**src/rtl/wcu_timer.sv**
```systemverilog
// wcu_timer: stage timer for the wash control unit.
//
// Turns the control unit's one-cycle restart strobe (tr) and stage code (ts) into
// a timed run measured in prescaled ticks, and returns a one-cycle cf pulse when
// the run expires. hold pauses counting; busy, remaining and stage feed the
// front-panel display.
//
// Ports:
//   clk       in   system clock, rising edge
//   reset     in   synchronous active-high reset
//   tr        in   start/restart strobe
//   ts        in   stage select (00 = no stage, start ignored)
//   hold      in   pause request while running
//   cf        out  one-cycle expiry pulse
//   busy      out  run in progress (RUN or HOLD)
//   remaining out  ticks left in the current run
//   stage     out  ts latched at the last accepted start
module wcu_timer #(
    parameter int unsigned TICK_DIV = 1000,
    parameter int unsigned CNT_W    = 8,
    parameter int unsigned T_SHORT  = 2,
    parameter int unsigned T_WASH   = 30,
    parameter int unsigned T_SPIN   = 10
) (
    input  logic             clk,
    input  logic             reset,
    input  logic             tr,
    input  logic [1:0]       ts,
    input  logic             hold,
    output logic             cf,
    output logic             busy,
    output logic [CNT_W-1:0] remaining,
    output logic [1:0]       stage
);

    localparam int unsigned PRE_W = (TICK_DIV > 1) ? $clog2(TICK_DIV) : 1;

    localparam logic [1:0] S_IDLE = 2'd0;
    localparam logic [1:0] S_RUN  = 2'd1;
    localparam logic [1:0] S_HOLD = 2'd2;
    localparam logic [1:0] S_DONE = 2'd3;

    logic [1:0]       state;
    logic [PRE_W-1:0] prescale;
    logic [CNT_W-1:0] duration;
    logic             start;
    logic             tick;

    // ts = 00 is a no-op code, so a strobe carrying it is not a start.
    assign start = tr && (ts != 2'b00);
    assign tick  = (prescale == PRE_W'(TICK_DIV - 1));

    always_comb begin
        duration = '0;
        case (ts)
            2'b01:   duration = CNT_W'(T_SHORT);
            2'b10:   duration = CNT_W'(T_WASH);
            2'b11:   duration = CNT_W'(T_SPIN);
            default: duration = '0;
        endcase
    end

    always_ff @(posedge clk) begin
        if (reset) begin
            state     <= S_IDLE;
            prescale  <= '0;
            remaining <= '0;
            stage     <= 2'b00;
        end else if (start) begin
            // Restart wins from any state; an aborted run never reaches DONE.
            state     <= S_RUN;
            prescale  <= '0;
            remaining <= duration;
            stage     <= ts;
        end else begin
            case (state)
                S_RUN, S_HOLD: begin
                    if (hold) begin
                        // Entry edge and every held edge leave the count frozen.
                        state <= S_HOLD;
                    end else begin
                        // The release edge counts like a normal run edge, so a
                        // pause costs exactly one cycle per held edge.
                        state <= S_RUN;
                        if (tick) begin
                            prescale <= '0;
                            if (remaining == CNT_W'(1)) begin
                                state     <= S_DONE;
                                remaining <= '0;
                            end else begin
                                remaining <= remaining - CNT_W'(1);
                            end
                        end else begin
                            prescale <= prescale + PRE_W'(1);
                        end
                    end
                end
                S_DONE:  state <= S_IDLE;
                default: state <= S_IDLE;
            endcase
        end
    end

    assign cf   = (state == S_DONE);
    assign busy = (state == S_RUN) || (state == S_HOLD);

endmodule

```
**config.mk**
```make
export PLATFORM = sky130hd
export DESIGN_NAME = wcu_timer
export DESIGN_NICKNAME = d
export VERILOG_FILES = /design/src/rtl/wcu_timer.sv
export SDC_FILE = /design/constraint.sdc
export NUM_CORES = 1
export LEC_CHECK = 0
export ABC_AREA = 0
export CAP_MARGIN = 0
export CORE_ASPECT_RATIO = 0.9
export CORE_UTILIZATION = 54
export CTS_BUF_LIST = sky130_fd_sc_hd__clkbuf_8
export DETAILED_ROUTE_END_ITERATION = 10
export GPL_ROUTABILITY_DRIVEN = 0
export GPL_TIMING_DRIVEN = 0
export PLACE_DENSITY = 0.8
export SLEW_MARGIN = 10
export SYNTH_ARGS = -nofsm -noshare
export SYNTH_HDL_FRONTEND = slang
export SYNTH_SLANG_ARGS = --single-unit
```
**constraint.sdc**
```tcl
create_clock -name clk -period 2.7 [get_ports clk]
set_input_delay 0.54 -clock clk [delete_from_list [all_inputs] [get_ports clk]]
set_output_delay 0.54 -clock clk [all_outputs]
set_load 0.05 [all_outputs]
```
==> flow_summary.toml <==
[setup_path]
r2r_cells = 6
critical_path.slowest_cell = "or4_4"
crit_chain = "clkdlybuf4s50_1 -> nand2b_1 -> or4b_1 -> buf_2 -> or4_4 -> a31o_1"
critPathLaunchType = "primary input"
timing.rr.start = "prescale[0]"
r2r_setup_slack_ps = 530
cp.required_ps = 2860
critPathMaxStageDelay_ps = 480
worstPathArrival_ps = 2520
critical_path.max_fanout = 6
endpoint_kind = "register"
reg2reg_to = "remaining[7]"
critical_path_class = "primary input to register"

[timing]
hold_viol = 0
final_max_slew_viol_count = 0
relSlewSlack_pct = 66.1
tns_ps = 0
timing.final.crit_share_pct = 87.4
whs_ps = 471
clock_skew_ps = 1.94
tightest_slew_ps = 504
max_freq_ghz = 0.424
finalCriticalPeriod_ps = 2360
rsz0062_at_grt = "no"
setup-violations-final = 0

[clocking]
clockRootBuffer = "clkbuf_8"
cts_tree = "done"
ctsResizeCount = 0
post_cts_buffers = 0
hold_buffers = 0
numCtsBuffers = 3
clk_latency_ps = 260
h-tree-depth = 1
cts.clk_slew.worst_paths_ps = 80
cts_buffer_depth = 2
cts.sinks = 22

[worst_hold_path]
min_from = "stage[0]"
hold_path_end = "stage[0]"
hold_path_class = "register to register"
hold_path_depth = 2

[synth]
synth_flop_cell = "dfxtp_1"
ys_top_cells_by_area = "dfxtp_1 42%, nor2_1 6.4%, a21oi_1 5.7%"
synth_warnings = 0
synthArstFlopShare_pct = 0
synth_commonest_cells = "22 x dfxtp_1, 18 x nor2_1, 14 x nand2_1"
synth.most_common_cell = "dfxtp_1"
synth_edf_count = 0
synth_top_area_share_pct = 41.8
seq_area_frac_synth_pct = 41.8
syn_area_um2 = 1050
synthesis.nets = 136
synthCells = 126
ys_ff_latch = 22
synth_cell_types = 33
yosysTopAreaCell = "dfxtp_1"
synth_area_per_cell_um2 = 8.36

[global_route]
grt_pass1_vias = 832
grt_use_total_pct = 23.3
grt_overflow = 0
antenna_found_initial = 0
grt_max_degree = 13
grt_pass1_wl_mm = 3.61

[pwr]
combPwrFrac_pct = 14.6
p_switching_mw = 0.173
power.share.clock_pct = 34.8
switching_share_pct = 25.8
ir_drop_mv = 0.406
power.density_nw_per_um2 = 516
power.leakage_nw = 0.474
p_int_mw = 0.497
p_seq_share_pct = 50.7

[routing]
dr.pass1.iters = 5
vias = 947
routedWlPerCell_um = 12.5
viasPerCell = 5.57
ant_nets = 0
wirelength_mm = 2.12
drc = 0
drtIter0Drc = 12

[flow_run]
drv_cap = 0

[cells_and_area]
drive_above_1_share_pct = 4.79
fin_util_pct = 74.1
syn2layout_area_growth_pct = 23.3
antennaDiodeCount = 0
fillerInstances = 125
fin_nets = 157

[floorplanning]
dieArea_um2 = 2130
core-area_um2 = 1750
die_h_um = 43.9
die_w_um = 48.6
initial_core_util_pct = 60.1
num_io_pins = 18
floorplan.rows = 14

[place]
portBuffers = 16
hpwlAfterDp_mm = 1.59

[outcome]
outcome = "finished, final reports clean"
[cells by family after synthesis]
| logic type | after synthesis | synth area share [%] |
|---|---|---|
| XOR/XNOR | 9 | 7.48 |
| flip-flops | 22 | 41.8 |
| AND/OR/NAND/NOR | 61 | 30.5 |
| adder cells (fa/ha/maj) | 4 | 4.75 |
| AO/OA/AOI/OAI | 24 | 13.2 |
| buffers and inverters | 6 | 2.26 |
[routing by layer]
| metal | track usage, % | part of all wire, % |
|---|---|---|
| met3 | 6.67 | 4.7 |
| met5 | 0 | 0 |
| met1 | 30.7 | 52 |
| met4 | 14.7 | 1.9 |
| met2 | 34.1 | 42 |
[cell type report]
| class | count | area (um^2) | area share [%] |
|---|---|---|---|
| multi-input cells | 98 | 589 | 45.4 |
| flip-flops and latches | 22 | 440 | 33.9 |
| repair buffers | 16 | 160 | 12.3 |
| clock buffers | 4 | 55.1 | 4.24 |
| well taps | 24 | 30.0 | 2.31 |
| plain buffers | 4 | 16.3 | 1.25 |
| inverters | 2 | 7.51 | 0.578 |
[critical path, delay by kind of cell]
| kind | cells | cell delay [ps] |
|---|---|---|
| buf+inv | 2 | 610 |
| simple gates | 3 | 1140 |
| compound gates | 1 | 230 |
[worst max-delay path by stage]
stage          startpoint      endpoint  slack (ps)  cells past startpoint
6_report             hold  remaining[7]         340                      6
5_1_grt              hold   prescale[3]         270                      7
4_1_cts              hold  remaining[7]         350                      6
3_5_place_dp         hold  remaining[7]          90                      6
3_3_place_gp         hold  remaining[7]          80                      6
2_1_floorplan    state[0]  remaining[7]         280                      6
[placed cells by master (no fill, tap or decap)]
master,synthesis,routed
dfxtp_1,22,22
nor2_1,18,18
clkdlybuf4s50_1,0,16
nand2_1,14,14
a21oi_1,12,12
nand3_1,5,5
xnor2_1,5,5
o21ai_1,4,4
and3_1,4,4
xor2_1,4,4
ha_1,4,4
clkbuf_8,0,4
clkbuf_1,3,3
nor2b_1,3,3
nand2b_1,3,3
or4_1,3,3
inv_1,2,2
o211ai_1,2,2
nor3_1,2,2
nand4bb_1,1,1
or4b_1,1,1
buf_2,1,1
and4_1,1,1
and2_1,1,1
nor4_1,1,1
o21ai_0,1,1
or4_4,1,1
nor4_2,1,1
a31o_1,1,1
a31oi_1,1,1
nand4_1,1,1
o21bai_1,1,1
nor4b_1,1,1
o32ai_1,1,1
o31ai_1,1,1
[flip-flops by register name, indices dropped and copies added (netlist names)]
register   cells
state          2
remaining      8
stage          2
prescale      10
[power by group through the flow]
stage	clock (mW)	sequential, mW	combinational [mW]
after global placement	0	0.347	0.0957
after CTS	0.238	0.339	0.0975
after detailed placement	0	0.347	0.0971
after floorplan	0	0.366	0.0461
after global routing	0.256	0.341	0.106
final	0.233	0.340	0.0977
[per-stage QoR]
step | cell area [um^2] | std cells | total power [mW] | setup WS, ps
floorplan | 1050 | 126 | 0.413 | 276
CTS | 1300 | 170 | 0.675 | 352
global route | 1300 | 170 | 0.703 | 273
detailed placement | 1240 | 166 | 0.444 | 86.3
global placement | 1240 | 166 | 0.442 | 84.4
finish | 1300 | 170 | 0.671 | 340
Power figures use the tool's default switching activity.
